===== src/rtl/lte_cc_tailbite_sequencer_if.sv =====
// Serial block-bit stream into the tail-biting sequencer.
interface lte_cc_tailbite_sequencer_if;
  logic in_bit;
  logic in_valid;
  logic in_last;
  logic in_ready;

  // Bit source side.
  modport master (output in_bit, output in_valid, output in_last, input in_ready);
  // Sequencer side.
  modport slave  (input in_bit, input in_valid, input in_last, output in_ready);
endinterface


===== src/rtl/lte_cc_tailbite_sequencer.sv =====
// Front-end controller for a tail-biting LTE convolutional encoder.
// Buffers one code block, loads the encoder state from the block's last six
// bits, then replays the block into the encoder and waits for it to finish.
module lte_cc_tailbite_sequencer #(
  parameter int MAX_BLOCK = 2048,
  parameter int LOAD_GAP  = 5,
  parameter int CNT_W     = $clog2(MAX_BLOCK + 1)
) (
  input  logic                 clk,
  input  logic                 rst_n,
  lte_cc_tailbite_sequencer_if.slave bit_if,
  output logic [5:0]           o_init_word,
  output logic                 o_load,
  output logic                 o_din,
  output logic                 o_din_valid,
  output logic                 o_din_last,
  input  logic                 i_enc_dout_last,
  output logic                 o_busy,
  output logic [CNT_W-1:0]     o_block_len,
  output logic                 o_err_short,
  output logic                 o_err_overflow
);

  localparam int ADDR_W = (MAX_BLOCK > 1) ? $clog2(MAX_BLOCK) : 1;
  localparam int GAP_W  = (LOAD_GAP > 1) ? $clog2(LOAD_GAP) : 1;

  typedef enum logic [2:0] {
    S_IDLE, S_CAPTURE, S_FLUSH, S_LOAD, S_GAP, S_STREAM, S_DRAIN
  } state_e;

  state_e           r_state;
  logic [CNT_W-1:0] r_cnt;
  logic [CNT_W-1:0] r_idx;
  logic [CNT_W-1:0] r_block_len;
  logic [GAP_W-1:0] r_gap;
  logic [5:0]       r_tail;
  logic [5:0]       r_init_word;
  logic             r_in_ready;
  logic             r_load;
  logic             r_din;
  logic             r_din_valid;
  logic             r_din_last;
  logic             r_busy;
  logic             r_err_short;
  logic             r_err_overflow;
  logic             r_buf [MAX_BLOCK];

  logic             w_accept;
  logic             w_capture;
  logic [CNT_W-1:0] w_k;
  logic [5:0]       w_tail_next;

  assign w_accept    = bit_if.in_valid && r_in_ready;
  assign w_capture   = w_accept && (r_state == S_IDLE || r_state == S_CAPTURE);
  assign w_k         = r_cnt + CNT_W'(1);
  assign w_tail_next = {bit_if.in_bit, r_tail[5:1]};

  // Store each captured bit at its position in the block.
  // NOTE: the bit buffer is plain storage with no reset, so it maps to RAM;
  // its contents are meaningless until a block has been written.
  always_ff @(posedge clk) begin
    if (w_capture) r_buf[r_cnt[ADDR_W-1:0]] <= bit_if.in_bit;
  end

  // Block sequencing FSM; every output is a flop driven from here.
  // NOTE: all state uses non-blocking assignments so every flop samples the
  // pre-edge values, independent of statement order within the block.
  always_ff @(posedge clk or negedge rst_n) begin
    if (!rst_n) begin
      r_state        <= S_IDLE;
      r_cnt          <= '0;
      r_idx          <= '0;
      r_block_len    <= '0;
      r_gap          <= '0;
      r_tail         <= '0;
      r_init_word    <= '0;
      r_in_ready     <= 1'b1;
      r_load         <= 1'b0;
      r_din          <= 1'b0;
      r_din_valid    <= 1'b0;
      r_din_last     <= 1'b0;
      r_busy         <= 1'b0;
      r_err_short    <= 1'b0;
      r_err_overflow <= 1'b0;
    end else begin
      // NOTE: single-cycle pulses default low here and are raised only in
      // the branch that fires them, so no branch has to remember to clear.
      r_load         <= 1'b0;
      r_err_short    <= 1'b0;
      r_err_overflow <= 1'b0;

      unique case (r_state)
        S_IDLE, S_CAPTURE: begin
          if (w_accept) begin
            r_tail <= w_tail_next;
            if (bit_if.in_last) begin
              r_cnt <= '0;
              if (w_k < CNT_W'(6)) begin
                // Too short to seed a 6-bit tail-biting state: drop it.
                r_err_short <= 1'b1;
                r_state     <= S_IDLE;
              end else begin
                r_init_word <= w_tail_next;
                r_block_len <= w_k;
                r_load      <= 1'b1;
                r_in_ready  <= 1'b0;
                r_busy      <= 1'b1;
                r_state     <= S_LOAD;
              end
            end else if (w_k == CNT_W'(MAX_BLOCK)) begin
              // Buffer full with no end in sight; discard the remainder.
              r_cnt          <= w_k;
              r_err_overflow <= 1'b1;
              r_busy         <= 1'b1;
              r_state        <= S_FLUSH;
            end else begin
              r_cnt   <= w_k;
              r_state <= S_CAPTURE;
            end
          end
        end

        S_FLUSH: begin
          if (w_accept && bit_if.in_last) begin
            r_cnt   <= '0;
            r_busy  <= 1'b0;
            r_state <= S_IDLE;
          end
        end

        S_LOAD: begin
          r_gap   <= '0;
          r_idx   <= '0;
          r_state <= S_GAP;
        end

        S_GAP: begin
          if (r_gap == GAP_W'(LOAD_GAP - 1)) begin
            // Bit 0 is fetched during the last gap cycle so streaming
            // starts without a bubble.
            r_din       <= r_buf[0];
            r_din_valid <= 1'b1;
            r_din_last  <= (r_block_len == CNT_W'(1));
            r_idx       <= CNT_W'(1);
            r_state     <= S_STREAM;
          end else begin
            r_gap <= r_gap + GAP_W'(1);
          end
        end

        S_STREAM: begin
          if (r_idx == r_block_len) begin
            r_din       <= 1'b0;
            r_din_valid <= 1'b0;
            r_din_last  <= 1'b0;
            r_state     <= S_DRAIN;
          end else begin
            r_din      <= r_buf[r_idx[ADDR_W-1:0]];
            r_din_last <= (r_idx == r_block_len - CNT_W'(1));
            r_idx      <= r_idx + CNT_W'(1);
          end
        end

        S_DRAIN: begin
          if (i_enc_dout_last) begin
            r_block_len <= '0;
            r_in_ready  <= 1'b1;
            r_busy      <= 1'b0;
            r_state     <= S_IDLE;
          end
        end

        default: r_state <= S_IDLE;
      endcase
    end
  end

  assign bit_if.in_ready = r_in_ready;
  assign o_init_word     = r_init_word;
  assign o_load          = r_load;
  assign o_din           = r_din;
  assign o_din_valid     = r_din_valid;
  assign o_din_last      = r_din_last;
  assign o_busy          = r_busy;
  assign o_block_len     = r_block_len;
  assign o_err_short     = r_err_short;
  assign o_err_overflow  = r_err_overflow;

endmodule


===== src/flat_wrapper.sv =====
// flat-port wrapper written by rule: the top's interface ports become plain ports
module lte_cc_tailbite_sequencer_flat 
#(
  parameter int MAX_BLOCK = 2048,
  parameter int LOAD_GAP  = 5,
  parameter int CNT_W     = $clog2(MAX_BLOCK + 1)
)
  (clk, rst_n, o_init_word, o_load, o_din, o_din_valid, o_din_last, i_enc_dout_last, o_busy, o_block_len, o_err_short, o_err_overflow, bit_if_in_bit, bit_if_in_valid, bit_if_in_last, bit_if_in_ready);
  lte_cc_tailbite_sequencer_if bit_if_i ();
  input  logic clk;
  input  logic rst_n;
  output logic [5:0] o_init_word;
  output logic o_load;
  output logic o_din;
  output logic o_din_valid;
  output logic o_din_last;
  input  logic i_enc_dout_last;
  output logic o_busy;
  output logic [CNT_W-1:0] o_block_len;
  output logic o_err_short;
  output logic o_err_overflow;
  input wire logic [$bits(bit_if_i.in_bit)-1:0] bit_if_in_bit;
  input wire logic [$bits(bit_if_i.in_valid)-1:0] bit_if_in_valid;
  input wire logic [$bits(bit_if_i.in_last)-1:0] bit_if_in_last;
  output wire logic [$bits(bit_if_i.in_ready)-1:0] bit_if_in_ready;
  assign bit_if_i.in_bit = bit_if_in_bit;
  assign bit_if_i.in_valid = bit_if_in_valid;
  assign bit_if_i.in_last = bit_if_in_last;
  assign bit_if_in_ready = bit_if_i.in_ready;
  lte_cc_tailbite_sequencer #(.MAX_BLOCK(MAX_BLOCK), .LOAD_GAP(LOAD_GAP), .CNT_W(CNT_W)) u_core (.clk(clk), .rst_n(rst_n), .bit_if(bit_if_i), .o_init_word(o_init_word), .o_load(o_load), .o_din(o_din), .o_din_valid(o_din_valid), .o_din_last(o_din_last), .i_enc_dout_last(i_enc_dout_last), .o_busy(o_busy), .o_block_len(o_block_len), .o_err_short(o_err_short), .o_err_overflow(o_err_overflow));
endmodule

===== config.mk =====
export PLATFORM = sky130hd
export DESIGN_NAME = lte_cc_tailbite_sequencer_flat
export DESIGN_NICKNAME = d
export VERILOG_FILES = /design/src/rtl/lte_cc_tailbite_sequencer_if.sv /design/src/rtl/lte_cc_tailbite_sequencer.sv /design/src/flat_wrapper.sv
export SDC_FILE = /design/constraint.sdc
export NUM_CORES = 2
export LEC_CHECK = 0
export ABC_AREA = 1
export CAP_MARGIN = 40
export CORE_AREA = 2 2 527 529
export CTS_CLUSTER_DIAMETER = 100
export DETAILED_ROUTE_END_ITERATION = 10
export DIE_AREA = 0 0 529 531
export HOLD_SLACK_MARGIN = 0.02
export PLACE_DENSITY = 0.48
export REMOVE_ABC_BUFFERS = 1
export SLEW_MARGIN = 20
export SYNTH_ARGS = -nofsm -noshare
export SYNTH_HDL_FRONTEND = slang
export SYNTH_SLANG_ARGS = --single-unit

===== constraint.sdc =====
create_clock -name clk -period 6.1 [get_ports clk]
set_input_delay 1.83 -clock clk [delete_from_list [all_inputs] [get_ports clk]]
set_output_delay 1.83 -clock clk [all_outputs]
set_load 0.1 [all_outputs]

## After elaboration in Yosys (flattened, before gate mapping)

Memory sizes are Yosys's and may differ from the RTL's.
Index checks and enable logic that the tools add are counted.

- Register bits after elaboration: 62
- Memory bits (writable): 2048
- Bits of input ports: 6
- Output and inout port bits: 26
- Logic and storage cells: 124
- Memories: 1

Memory list:

| name | depth | width | read ports | clocked after Yosys merged registers in | write ports | RTL line | RTL |
|---|---|---|---|---|---|---|---|
| u_core.r_buf | 2048 | 1 | 2 | 0 | 1 | lte_cc_tailbite_sequencer.sv:46 | `logic r_buf [MAX_BLOCK];` |

- Add/sub/neg operators: 4
- Order comparisons: 1
- Equality and inequality tests: 22
- Muxes and demuxes: 58
- Bitwise operators: 1
- Reduce and logical (&&, ||, !) cells: 22

Operator list:

| operator | number |
|---|---|
| 12-bit two-way mux | 9 |
| 12-bit case mux with 2 select lines | 2 |
| 12-bit case mux with 3 select lines | 1 |
| 1-bit two-way mux | 30 |
| 12-bit by 1-bit adder with 12-bit output, second input constant | 2 |
| 12-bit equality test | 2 |
| 3-bit two-way mux | 7 |
| 3-bit case mux with 6 select lines | 1 |
| 12-bit by 1-bit equality test with 1-bit output, second input constant | 1 |
| 12-bit equality test, second input constant | 1 |
| 3-bit equality test, second input constant | 4 |
| 12-bit by 3-bit < comparator with 1-bit output, second input constant | 1 |
| 12-bit by 1-bit subtractor with 12-bit output, second input constant | 1 |
| 2-bit != test, second input constant | 5 |
| 5-bit AND reduction | 2 |
| 3-bit AND reduction | 3 |
| 2-bit by 1-bit != test with 1-bit output, second input constant | 4 |
| 1-bit case mux with 2 select lines | 4 |
| 2-bit nonzero test | 4 |
| 3-bit by 2-bit equality test with 1-bit output, second input constant | 2 |
| 3-bit case mux with 2 select lines | 1 |
| 2-bit AND reduction | 3 |
| 6-bit AND reduction | 1 |
| 3-bit nonzero test | 2 |
| 12 further kinds | 15 |

## Logic depth before layout (Yosys ltp)

- Word-level depth: 6
- Depth in mapped cells: 21
- Gate-level depth less buffers: 17

## Worst setup path after synthesis

Ideal clock, no wire load.

- Path kind: input to register
- Start: in bit_if_in_valid
- End: mem u_core.r_buf[1469] (enable)
- Setup time: 300 ps
- Arrival: 3151 ps
- Data required time: 5800 ps
- Path slack: 2650 ps
- Stages on the path: 6
- Buffers on the path: 2
- Path through: nand2_1 -> nor2_1 -> clkbuf_1 -> nand2_1 -> clkbuf_1 -> nor2_1

- Longest elaborated chain between the ends: 4

Ends and longest elaborated chain:

| what | RTL line | RTL |
|---|---|---|
| start: declaration | flat_wrapper.sv:23 | `input wire logic [$bits(bit_if_i.in_valid)-1:0] bit_if_in_valid;` |
| 1-bit logical AND | lte_cc_tailbite_sequencer.sv:53 | `assign w_accept = bit_if.in_valid && r_in_ready;` |
| 1-bit logical AND | lte_cc_tailbite_sequencer.sv:54 | `assign w_capture = w_accept && (r_state == S_IDLE \|\| r_state == S_CAPTURE);` |
| 1-bit two-way mux | lte_cc_tailbite_sequencer.sv:62 | `if (w_capture) r_buf[r_cnt[ADDR_W-1:0]] <= bit_if.in_bit;` |
| 1-bit two-way mux (not written as such) | lte_cc_tailbite_sequencer.sv:62 |  |
| end: declaration | lte_cc_tailbite_sequencer.sv:46 |  |

Every way passes these cells.

## Final worst setup path

- Start: reg u_core.r_idx[0]
- End: reg u_core.r_din, in the netlist u_core.o_din

- Longest elaborated chain between the ends: 3
- Elaborated cells on any way between the ends: 4
- Classes of those cells: 1 x eq/ne; 2 x mux; 1 x memory

Ends and longest elaborated chain:

| what | RTL line | RTL |
|---|---|---|
| start: declaration | lte_cc_tailbite_sequencer.sv:33 | `logic [CNT_W-1:0] r_idx;` |
| start signal: assignment | lte_cc_tailbite_sequencer.sv:160 | `r_idx <= r_idx + CNT_W'(1);` |
| memory 2048 x 1 bit / 12-bit equality test (equally long branches) | -- |  |
| 1-bit two-way mux (*) | lte_cc_tailbite_sequencer.sv:152 | `if (r_idx == r_block_len) begin` |
| 1-bit case mux with 2 select lines (*) | lte_cc_tailbite_sequencer.sv:92 | `unique case (r_state)` |
| end signal: assignment | lte_cc_tailbite_sequencer.sv:141 | `r_din <= r_buf[0];` |
| end signal: assignment | lte_cc_tailbite_sequencer.sv:158 | `r_din <= r_buf[r_idx[ADDR_W-1:0]];` |
| end: declaration | lte_cc_tailbite_sequencer.sv:40 | `logic r_din;` |

Every way passes the cells marked *; elsewhere a longest branch is shown, timed or not.
A chain may end at the register's enable or synchronous reset.

==> impl_summary.log <==
[metrics] clock net sink count: 2,109
[metrics] capturing point of the worst reg2reg path: u_core.o_din
[metrics] height of the die: approximately 530 µm
[metrics] post-synth design cell area: 95,900 µm²
[metrics] classification of the worst setup path: flip-flop to flip-flop
[metrics] routed wire length: 332 mm
[metrics] count of hold buffers inserted by post-cts repair: 0
[metrics] source of the worst hold timing path: u_core.r_tail[3]
[metrics] commonest non-fill, non-tap cells in the layout: 3,473 x nor2_1, 2,048 x edfxtp_1, 858 x nand3_1
[metrics] WHS: 0.493 ns
[metrics] aggregate negative setup slack: 0 ns
[metrics] unrepaired setup endpoints after global routing: no
[metrics] crit start category: flip-flop
[metrics] peak supply drop: 0.405 mV
[metrics] Inserted Clock Buffers: 229
[metrics] maximum level of the CTS H-tree: 4
[metrics] critical path data arrival time: 5.62 ns
[metrics] violation count after the first detailed-routing iteration: approximately 8,200
[metrics] Pleak: 35.0 nW
[metrics] number of global-route vias before repair: 69,100
[metrics] Top FF cell, synth: edfxtp_1
[metrics] final-report max-slew violation count: 0
[metrics] number of top-level design ports: 32
[metrics] async set-reset flop share out of synthesis: 2.89%
[metrics] launch instance of the worst register-to-register path: u_core.r_idx[0]
[metrics] Final Critical Period: 4.83 ns
[metrics] Max-slew headroom: 17.7%
[metrics] capture endpoint of the worst hold path: u_core.r_tail[2]
[metrics] Yosys reg bits: 2,109
[metrics] area of the die: around 280,000 µm²
[metrics] average vias per placed instance: 5.41
[metrics] count of TritonRoute iterations in the first routing pass: 6
[metrics] num rows: 193
[metrics] CP Capture Type: flip-flop
[metrics] synth top area cells: edfxtp_1 64%, nor2_1 14%, nand3_1 4.5%
[metrics] Initial Utilization: 34.8%
[metrics] number of library cell types mapped by synthesis: 50
[metrics] worst hold path class: flip-flop to flip-flop
[metrics] total via count in the routed design: approximately 70,000
[metrics] part of the Yosys area used for sequential elements: 65.7%
[metrics] Syn-to-layout area delta: 12.4%
[metrics] number of cells on the worst hold path: 2
[metrics] PostCTS Resize Cnt: 0
[metrics] clock tree from TritonCTS: built
[metrics] fraction of final layout cells sized beyond drive strength 1: 7.37%
[metrics] number of standard cells after synthesis: 9,773
[metrics] peak fanout along the critical path: 186
[metrics] # Max-Cap Violations: 0
[metrics] number of nets with antenna violations after routing: 0
[metrics] clock-pin slew on the worst setup and hold paths: 0.06 ns
[metrics] overall fraction of global-route tracks in use: approximately 23%
[metrics] wire length of the first global-routing pass: 483 mm
[metrics] number of endpoints failing setup at the final stage: 0
[metrics] cell type with the largest total area after synthesis: edfxtp_1
[metrics] horizontal die dimension: 529 µm
[metrics] input/output buffers: 31
[metrics] average cell area after synthesis: 9.81 µm²
[metrics] Detailed Place HPWL: 179 mm
[metrics] Period Utilization, post-route: 79.2%
[metrics] detailed-route wire length per cell: ~25 µm
[metrics] worst-case register-to-register setup slack: 1.27 ns
[metrics] final clock skew: 0.0388 ns
[metrics] Cell Pwr Density: 359 nW/µm²
[metrics] run status: complete, no violations
[metrics] WP data required: 6.90 ns
[metrics] number of synthesis warnings: 0
[metrics] Overflow after GRT: 0
[metrics] Total Nets Final: 9,474
[metrics] number of setup buffers added after CTS: 0
[metrics] CORE AREA: 275,000 µm²
[metrics] commonest non-fill, non-tap cell in the layout: nor2_1
[metrics] DRC viols: 0
[metrics] Final Hold Vio Count: 0
[metrics] maximum clock insertion buffer count: 3
[metrics] initial antenna violation count: 14
[metrics] largest net degree at the start of global routing: a little over 200
[metrics] clock latency on the worst-skew pair: 0.87 ns
[metrics] actual slew at the worst max-slew pin: 1.23 ns
[metrics] count of fill cells added during filler insertion: around 27,000
[metrics] routability cong.: 0.820
[metrics] area share of the largest cell type after synthesis: 64.1%
[metrics] number of enable flip-flop cells after synthesis: 2,048
[metrics] maximum operating frequency: around 210 MHz
[metrics] cell at the root of the clock tree: clkbuf_16
[metrics] depth of the worst register-to-register path: 16
flip-flops by register name, indices dropped and copies added (netlist names):
register	count
u_core.r_tail	5
u_core.bit_if.in_ready	1
u_core.r_cnt	12
u_core.r_buf	2048
u_core.o_init_word	6
u_core.o_block_len	12
u_core.r_idx	12
u_core.o_err_short	1
u_core.r_gap	3
u_core.o_busy	1
u_core.o_din_valid	1
u_core.o_load	1
u_core.o_din	1
u_core.o_din_last	1
u_core.o_err_overflow	1
u_core.r_state	3
logic make-up (layout without fill, tap and decap cells):
kind of cell | after synthesis | after routing | share of synthesized area, %
AO/OA/AOI/OAI | 1179 | 1179 | 6.72
XOR/XNOR | 24 | 24 | 0.219
adder cells (fa/ha/maj) | 9 | 9 | 0.117
buffers and inverters | 1197 | 1073 | 5.27
flip-flops | 2109 | 2109 | 65.7
multiplexers | 1 | 1 | 0.0104
other | 0 | 2 | 0
AND/OR/NAND/NOR | 5254 | 5254 | 21.9
how the worst max path moves through the flow:
stage / from / endpoint / slack (ns) / cells past startpoint
6_report: u_core.r_idx[0] / u_core.o_din / 1.27 / 16
3_5_place_dp: bit_if_in_valid / u_core.r_buf[894] / 1.24 / 7
5_1_grt: u_core.r_idx[0] / u_core.o_din / 1.42 / 16
2_1_floorplan: u_core.r_idx[0] / u_core.o_din / -32.95 / 16
4_1_cts: u_core.r_idx[0] / u_core.o_din / 1.61 / 16
3_3_place_gp: bit_if_in_valid / u_core.r_buf[1848] / 1.17 / 7
layer usage:
metal  vias up  wire (µm)  GRT usage (%)
li1      32200          -              -
met1     36300     145000           32.5
met2      2674     155000           37.6
met3       471      23100           3.29
met4         2       8710           6.27
met5         -          9              0
area by class of cell:
class	instances	area [µm²]	share of cell area, %
multi-input combinational	6467	28200	26.2
tap	3607	4510	4.19
timing repair buffer	303	3720	3.46
inverter	349	1350	1.25
sequential	2109	63000	58.5
antenna	2	5.00	0.00464
clock inverter	115	835	0.774
clock buffer	306	6090	5.65
where the power goes:
part | total (mW) | switching [mW] | internal, mW
Clock | 13.2 | 5.92 | 7.27
Sequential | 16.2 | 0.192 | 16.0
Combinational | 9.30 | 6.79 | 2.51
through the flow:
stage	power (mW)	utilization (%)	setup WS (ns)	instance area [µm²]	cells
floorplan	23.0	-	-32.95	92100	8925
global placement	25.5	36.2	1.17	99600	12800
detailed placement	25.7	36.6	1.24	101000	12800
CTS	38.9	39.1	1.61	108000	13200
global route	40.3	39.1	1.42	108000	13300
finish	38.7	39.1	1.27	108000	13300
worst max-delay path: stages, from the launching register on:
cell and delay, ns:
dfrtp_4 1.02, inv_16 0.37, nand2_2 0.92, o21ai_0 0.17, inv_1 0.10, nand3_1 0.07, nand3_1 0.14, nand3_1 0.14
nand3_1 0.23, nand3_1 0.10, nand3_1 0.11, nand2_1 0.05, nor2_1 0.47, nor2_1 0.10, nand2_1 0.09, nand3_1 0.13
a21oi_1 0.16
synthesized netlist by cell type, types with 2 or more instances:
cell      count
nor2_1     3479
edfxtp_1   2048
nand3_1     858
nand2_1     826
o21ai_0     730
clkbuf_1    543
inv_1       340
o21ai_1     196
buf_2       167
o211ai_1    139
buf_1        76
dfrtp_1      60
o22ai_1      58
or2_2        41
a21oi_1      33
buf_4        33
buf_6        27
xor2_1       20
nor3_1       18
o22ai_2      10
ha_1          9
nor4_1        8
inv_2         7
nand2_2       4
nor2_2        4
o221ai_1      4
xnor2_1       4
nand4_1       3
a31oi_1       2
buf_8         2
nand3_2       2
nor2_4        2
o31ai_1       2
or3_1         2
Power figures use the tool's default switching activity.
